**config.mk**
```make
export PLATFORM = sky130hd
export DESIGN_NAME = piso_serializer
export DESIGN_NICKNAME = d
export VERILOG_FILES = /design/src/rtl/piso_serializer.sv
export SDC_FILE = /design/constraint.sdc
export NUM_CORES = 1
export LEC_CHECK = 0
export BUFFER_PORTS_ARGS = -buffer_cell sky130_fd_sc_hd__clkbuf_2
export CORE_MARGIN = 8
export CORE_UTILIZATION = 43
export CTS_CLUSTER_DIAMETER = 150
export DETAILED_ROUTE_END_ITERATION = 8
export GPL_TIMING_DRIVEN = 0
export MAX_ROUTING_LAYER = met4
export PLACE_DENSITY = 0.79
export SETUP_SLACK_MARGIN = 0.02
export SLEW_MARGIN = 40
export SYNTH_ARGS = -nofsm -noshare
export SYNTH_HDL_FRONTEND = slang
export SYNTH_SLANG_ARGS = --single-unit
```
**constraint.sdc**
```tcl
create_clock -name CLK -period 2 [get_ports CLK]
set_clock_uncertainty 0.2 [all_clocks]
set_input_delay 0 -clock CLK [delete_from_list [all_inputs] [get_ports CLK]]
set_output_delay 0 -clock CLK [all_outputs]
set_load 0.01 [all_outputs]
```
**src/rtl/piso_serializer.sv**
```systemverilog
// Parallel-in/serial-out shifter with valid/ready load, strobe-timed bits,
// selectable bit order, idle line level and back-to-back reload.
module piso_serializer #(
  parameter int WIDTH      = 8,
  parameter bit LSB_FIRST  = 1'b1,
  parameter bit IDLE_LEVEL = 1'b1,
  parameter int CW         = $clog2(WIDTH)
) (
  input  logic             CLK,
  input  logic             RESETN,
  input  logic             CE,
  input  logic [WIDTH-1:0] PI,
  input  logic             VALID,
  output logic             READY,
  input  logic             SI,
  output logic             O,
  output logic             BUSY,
  output logic             DONE,
  output logic [CW-1:0]    COUNT
);

  typedef enum logic {IDLE, SHIFT} state_t;

  localparam logic [CW-1:0] LAST = CW'(WIDTH - 1);

  state_t           state, state_nxt;
  logic [WIDTH-1:0] shreg, shreg_nxt;
  logic [CW-1:0]    cnt, cnt_nxt;
  logic             done_nxt;
  logic             last_bit;
  logic             load;

  // Move the register one place toward the output end, SI entering behind.
  function automatic logic [WIDTH-1:0] shift_in(input logic [WIDTH-1:0] v,
                                                input logic s);
    if (LSB_FIRST) shift_in = {s, v[WIDTH-1:1]};
    else           shift_in = {v[WIDTH-2:0], s};
  endfunction

  assign last_bit = (state == SHIFT) && CE && (cnt == LAST);
  assign READY    = RESETN && ((state == IDLE) || last_bit);
  assign load     = VALID && READY;

  assign O     = (state == SHIFT) ? (LSB_FIRST ? shreg[0] : shreg[WIDTH-1])
                                  : IDLE_LEVEL;
  assign BUSY  = (state == SHIFT);
  assign COUNT = cnt;

  always_comb begin
    state_nxt = state;
    shreg_nxt = shreg;
    cnt_nxt   = cnt;
    done_nxt  = 1'b0;
    if (load) begin
      // A reload on the last-bit edge still reports completion of the old word.
      shreg_nxt = PI;
      cnt_nxt   = '0;
      state_nxt = SHIFT;
      done_nxt  = last_bit;
    end else if ((state == SHIFT) && CE) begin
      shreg_nxt = shift_in(shreg, SI);
      if (cnt == LAST) begin
        cnt_nxt   = '0;
        state_nxt = IDLE;
        done_nxt  = 1'b1;
      end else begin
        cnt_nxt = cnt + CW'(1);
      end
    end
  end

  always_ff @(posedge CLK or negedge RESETN) begin
    if (!RESETN) begin
      state <= IDLE;
      shreg <= '0;
      cnt   <= '0;
      DONE  <= 1'b0;
    end else begin
      state <= state_nxt;
      shreg <= shreg_nxt;
      cnt   <= cnt_nxt;
      DONE  <= done_nxt;
    end
  end

endmodule

```
==> impl_metrics.yaml, run 1 <==
power:
  p_per_area_nw_per_um2: 1270
  peakVddDrop_v: 0.000633
  p_leak_nw: 0.501
sta:
  post-route-min-period_ns: 1.88
  hold_violations: 0
  tns_ns: 0
  slew_viol_final: 0
  rsz0062_at_grt: "no"
  worstMarginPinSlew_ns: 0.587
  max_slew_margin_pct: 60.7
  setup_viol: 0
  fmax_mhz: 531
  fin_crit_sh_pct: 94.2
  setup_ws_ns: 0.115
detailed_routing:
  drt_iter0_drc: 3
  drc: 0
  drt-total-wl_um: 1480
  dr.pass1.iters: 2
  wire_per_inst_um: 14.5
  vias: 509
  ant_nets: 0
  routed_via_density: 4.99
yosys:
  synth_seq_area_share_pct: 47.8
  synth_seq_cells: 13
  ys_types: 19
  synth.yosys.warnings: 0
  synthCells: 48
  synth_area_sq_um: 681
  synth_nets: 63
  syn-mean-instance-area_sq_um: 14.2
setup_path:
  r2r_end: "shreg[6]"
  reg2reg_setup_slack_ns: 0.12
  rr_startpoint: "COUNT[0]"
  worstPathMaxFanout: 5
  slowest_delay_ns: 0.42
  cp.arrival_ns: 1.84
  startpoint_type: "flop"
  end_kind: "flop"
  reg2regPathDepth: 5
  path_class: "reg -> reg"
  cp_slowest_cell: "dfrtp_1"
  critPathBufInv: 0
  crit_family: "adder cells"
  worstPathCellList: "ha_1 -> ha_2 -> a21bo_4 -> nand3_4 -> mux2_2"
  cp.required_ns: 1.96
finish:
  drive_above_1_share_pct: 55.8
  num_antenna_cells: 0
  area_growth_pct: 46.1
  final_nets: 102
  multi_input_area_sq_um: 374
  seq_area_sq_um: 325
  fillers: 111
  final_core_util_pct: 66.8
placed_design:
  post-place-ws_ns: -0.0126
  dp_hpwl_um: 943
  gp_congestion: 0.757
  portBuffers: 19
floorplanning:
  initial_core_util_pct: 45.7
  die_w_um: 55.8
  io_pins: 20
  row_count: 14
  die_area_sq_um: 3110
  die-height_um: 55.8
  core_area_sq_um: 1490
global_routing:
  grt_max_degree: 14
  track_usage_pct: 10.3
  grt_pass1_vias: 608
  antenna_found_initial: 0
  grt_pass1_wl_um: 2570
  overflow: 0
cts:
  clkLatencyLatePin_ns: 0.27
  numCtsBuffers: 3
  cts.clk_slew.worst_paths_ns: 0.09
  clock-sinks: 13
  tritoncts: "yes"
  cts_buffer_depth: 2
  root_buffer: "clkbuf_4"
  htree_levels: 1
worst_hold_path:
  hold_path_class: "in -> reg"
  min_from: "PI[0]"
  hold_path_end: "shreg[0]"
  min_path_cells: 3
job:
  maxCapViolations: 0
outcome:
  status: "completed"
[cell type report]
class / count / share of cell area [%]
Clock buffer: 3 / 2.26
Multi-Input combinational cell: 34 / 37.6
Timing Repair Buffer: 33 / 23.4
Clock inverter: 1 / 0.503
Inverter: 1 / 0.377
Tap cell: 16 / 2.01
Buffer: 1 / 1.13
Sequential cell: 13 / 32.7
[how the worst max path moves through the flow]
| stage | endpoint | from | cells after the start |
|---|---|---|---|
| 2_1_floorplan | shreg[5] | COUNT[0] | 5 |
| 3_3_place_gp | shreg[5] | COUNT[0] | 5 |
| 3_5_place_dp | shreg[7] | COUNT[0] | 5 |
| 4_1_cts | shreg[6] | COUNT[0] | 5 |
| 5_1_grt | shreg[5] | COUNT[0] | 5 |
| 6_report | shreg[6] | COUNT[0] | 5 |
[what timing repair did]
| item | in CTS | in global routing |
|---|---|---|
| endpoints found under the hold margin | 25 | 0 |
| gates resized for setup | 1 | 3 |
| cloned | 0 | 1 |
| buffers inserted | 1 | 0 |
| hold buffers | 13 | 0 |
| pin swaps | 1 | 1 |
| endpoints found under the setup margin | 8 | 10 |
[cells in the final DEF (no fill, tap or decap), types with 2 or more instances in the layout]
cell type / Yosys / routed
dlygate4sd3_1: 0 / 13
dfrtp_1: 13 / 13
clkbuf_2: 0 / 19
nand3_4: 0 / 2
clkbuf_4: 0 / 3
mux2_4: 10 / 10
mux2_2: 6 / 6
nand2_1: 3 / 3
[synth_stat cells, drive strengths merged]
cell / number / area share, %
mux2: 16 / 32
o32ai: 1 / 1.3
dfrtp: 13 / 48
and3: 2 / 2.0
a31o: 1 / 1.3
nor3: 1 / 0.73
nand3: 2 / 2.2
buf: 1 / 1.7
or2b: 1 / 1.1
a21bo: 1 / 1.5
nand2: 4 / 2.6
ha: 2 / 3.7
inv: 1 / 0.55
and2: 1 / 0.92
a21oi: 1 / 0.73
[kinds of logic (layout without fill, tap and decap cells)]
kind of cell	Yosys count	count (layout)	share of synthesized area (%)
compound gates	4	4	4.78
fa+ha+maj	2	2	3.68
buf+inv	2	39	2.21
flops	13	13	47.8
mux	16	16	32.0
simple gates	11	12	9.56
[power by group]
group / switching (mW) / leakage, nW / internal, mW
clock: 0.0856 / 0.0177 / 0.0740
sequential: 0.0838 / 0.156 / 0.386
combinational: 0.230 / 0.328 / 0.405
[layer usage]
| metal | up-vias | share of wire (%) | GRT usage [%] |
|---|---|---|---|
| met5 | - | 0 | - |
| met3 | 0 | 5.2 | 3.20 |
| met4 | 0 | 0 | 4.23 |
| met2 | 14 | 49 | 17.5 |
| met1 | 239 | 46 | 10.7 |
| li1 | 256 | - | - |
[state kept, by name, indices dropped and copies added, names as in the netlist]
| signal | flops |
|---|---|
| shreg | 8 |
| BUSY | 1 |
| DONE | 1 |
| COUNT | 3 |
[tightest hold or removal path, cell delays in order]
cell and delay [ns]:
dlygate4sd3_1 0.52, clkbuf_2 0.10, mux2_4 0.13
[metrics by stage]
| stage | cell area [sq um] | hold WS [ns] | total power, mW | std cells |
|---|---|---|---|---|
| finish | 995 | 0.300 | 1.26 | 102 |
| global placement | 796 | -0.274 | 1.03 | 83 |
| global route | 995 | 0.293 | 1.37 | 102 |
| detailed placement | 796 | -0.272 | 1.05 | 83 |
| floorplan | 681 | -0.496 | 0.910 | 48 |
| CTS | 968 | 0.288 | 1.25 | 101 |
Power figures use the tool's default switching activity.
==> run 2, diff against run 1 <==
ABC_AREA = 1   (was not set)
CORE_MARGIN = not set   (was 8)
PLACE_DENSITY = 0.78   (was 0.79)
SETUP_SLACK_MARGIN = not set   (was 0.02)
==> run 2 against run 1 <==
  * Clock power up 8%
  * Global-route usage rose by 12 points
  * Critical path type unchanged
  * Setup slack improved by 0.077 ns
  * Register-to-register slack better by 0.08 ns
  * Largest cell class is now sequential cells
  * Utilization down 2.8 points
  * Sequential power down 4.5%
  * Largest power group is now sequential cells
  * Total power is 18% lower
==> impl_metrics.yaml, run 2 <==
outcome:
  status: "completed"
yosys:
  synth.yosys.warnings: 0
  yosys-top-cells-area: "dfrtp_1 45%, nand2_1 22%, nand3_1 6.9%"
  synth_seq_area_share_pct: 44.6
  synth_top_area_share_pct: 44.6
  synthCells: 99
  synth_compound_area_share_pct: 1.03
  yosys_most_used_dff: "dfrtp_1"
  synthMuxAreaShare_pct: 0
  ys_types: 15
  synth_xor_area_share_pct: 0
  synth_seq_cells: 13
  synth_area_sq_um: 729
  syn-mean-instance-area_sq_um: 7.37
  synthArstFlopShare_pct: 100
  synth_edf_count: 0
  yosysMostFrequentCell: "nand2_1"
  synth_top_family_by_area: "simple AND/OR/NAND/NOR gates"
  synth_top_cell_by_area: "dfrtp_1"
  synthSimpleGateAreaFrac_pct: 40.0
  synth_nets: 114
  synthAdderAreaFrac_pct: 3.43
  synth_common_cells: "43 x nand2_1, 13 x dfrtp_1, 12 x inv_1, 10 x nand3_1, 8 x nand4_1"
cts:
  cts.clk_slew.worst_paths_ns: 0.09
  post-cts-setup-buffers: 0
  tritoncts: "yes"
  htree_levels: 1
  root_buffer: "clkbuf_4"
  cts_buffer_depth: 2
  clock-sinks: 13
  numCtsBuffers: 3
  clkLatencyLatePin_ns: 0.28
setup_path:
  worstPathMaxFanout: 10
  slowest_delay_ns: 0.42
  cp.arrival_ns: 1.82
  worstPathCellList: "ha_1 -> ha_1 -> nand3_2 -> nand2_2 -> nand3_2 -> buf_4 -> nand3_1 -> nand2_1"
  end_kind: "flop"
  startpoint_type: "flop"
  critPathBufInv: 1
  reg2regPathDepth: 8
  r2r_end: "shreg[2]"
  crit_family: "simple AND/OR/NAND/NOR gates"
  cp.required_ns: 2.02
  path_class: "reg -> reg"
  rr_startpoint: "COUNT[0]"
  reg2reg_setup_slack_ns: 0.19
  cp_slowest_cell: "dfrtp_1"
detailed_routing:
  wire_per_inst_um: 12.6
  ant_nets: 0
  drt_iter0_drc: 32
  vias: 771
  drt-total-wl_um: 1870
  dr.pass1.iters: 4
  routed_via_density: 5.17
  drc: 0
global_routing:
  overflow: 0
  grt_pass1_vias: 667
  track_usage_pct: 22.4
  grt_pass1_wl_um: 2940
  grt_max_degree: 14
  antenna_found_initial: 0
floorplanning:
  core_area_sq_um: 1540
  io_pins: 20
  die_area_sq_um: 1860
  initial_core_util_pct: 47.3
  die-height_um: 43.2
  row_count: 14
  die_w_um: 43.2
finish:
  area_growth_pct: 35.2
  final_nets: 149
  drive_above_1_share_pct: 20.3
  regMostFlops: "shreg"
  final_common_cell: "nand2_1"
  fillers: 143
  num_antenna_cells: 0
  largest_reg_flops: 8
  final_cell_mix: "43 x nand2_1, 18 x clkbuf_2, 13 x dfrtp_1"
sta:
  fmax_mhz: 553
  hold_ws_ns: 0.0313
  max_slew_margin_pct: 59.7
  fin_crit_sh_pct: 90.4
  rsz0062_at_grt: "no"
  tns_ns: 0
  slew_viol_final: 0
  hold_violations: 0
  setup_ws_ns: 0.193
  post-route-min-period_ns: 1.81
  setup_viol: 0
  worstMarginPinSlew_ns: 0.602
power:
  p_leak_nw: 0.590
  peakVddDrop_v: 0.000614
  p_per_area_nw_per_um2: 1060
placed_design:
  dp_hpwl_um: 1120
  gp_congestion: 0.788
  portBuffers: 18
  post-place-ws_ns: 0.215
worst_hold_path:
  min_path_cells: 4
  hold_path_class: "in -> reg"
  min_from: "VALID"
  hold_path_end: "shreg[0]"
job:
  maxCapViolations: 0
## run 2: changes by cell type in the layout (fill, tap and decap cells not counted), moves of 2 or more
cell	change
mux2_2	-6
inv_1	+11
buf_1	+2
nand3_1	+9
mux2_4	-10
nand3_2	+2
nand2_1	+40
nand4_1	+8
nand3_4	-2
## run 2: timing repair
action,CTS,global route
endpoints found under the hold margin,26,0
hold buffers,12,0
resized for setup,0,0
## run 2: kinds of logic after synthesis
group,count (synthesis)
adder cells (fa/ha/maj),2
flip-flops,13
AND/OR/NAND/NOR,65
buffers and inverters,18
AO/OA/AOI/OAI,1
## run 2: how the worst max path moves through the flow
stage                     slack, ns  startpoint  depth (start not counted)  endpoint
final                          0.19    COUNT[0]                          8  shreg[2]
after global routing           0.07    COUNT[0]                          9  shreg[2]
after CTS                      0.20    COUNT[0]                          9  shreg[2]
after detailed placement       0.21    COUNT[0]                          9  shreg[2]
after global placement         0.26    COUNT[0]                          9  shreg[3]
after floorplan                0.33    COUNT[0]                          9  shreg[0]
## run 2: stage by stage
step                      instances  instance area, sq um  power (mW)  utilization, %
after floorplan                  99                   729       0.721               -
after global placement          133                   840       0.831            54.5
after detailed placement        133                   840       0.852            54.5
after CTS                       149                   986        1.03            64.0
after global routing            149                   986        1.12            64.0
final                           149                   986        1.04            64.0
## run 2: tightest hold or removal path: cells and delay by family
kind | cells | cell delay (ns)
and+or+nand+nor | 3 | 0.26
buffers and inverters | 1 | 0.22
## run 2: layout make-up
| class | instances | area (sq um) | area share [%] |
|---|---|---|---|
| flip-flops and latches | 13 | 325 | 33.0 |
| multi-input cells | 68 | 324 | 32.9 |
| repair buffers | 30 | 210 | 21.3 |
| inverters | 13 | 48.8 | 4.95 |
| plain buffers | 5 | 31.3 | 3.17 |
| clock buffers | 4 | 26.3 | 2.66 |
| well taps | 16 | 20.0 | 2.03 |
## run 2: metal layers
metal / vias up / share of wire, % / track usage [%]
met4: 0 / 4.1 / 12.1
met5: - / 0 / -
li1: 380 / - / -
met2: 37 / 48 / 33.1
met3: 12 / 6.3 / 6.81
met1: 342 / 42 / 27.3
## run 2: power breakdown
group	switching, mW	internal, mW	total [mW]
registers	0.0740	0.374	0.448
clock network	0.0953	0.0773	0.173
logic	0.245	0.175	0.420
total	0.415	0.626	1.04
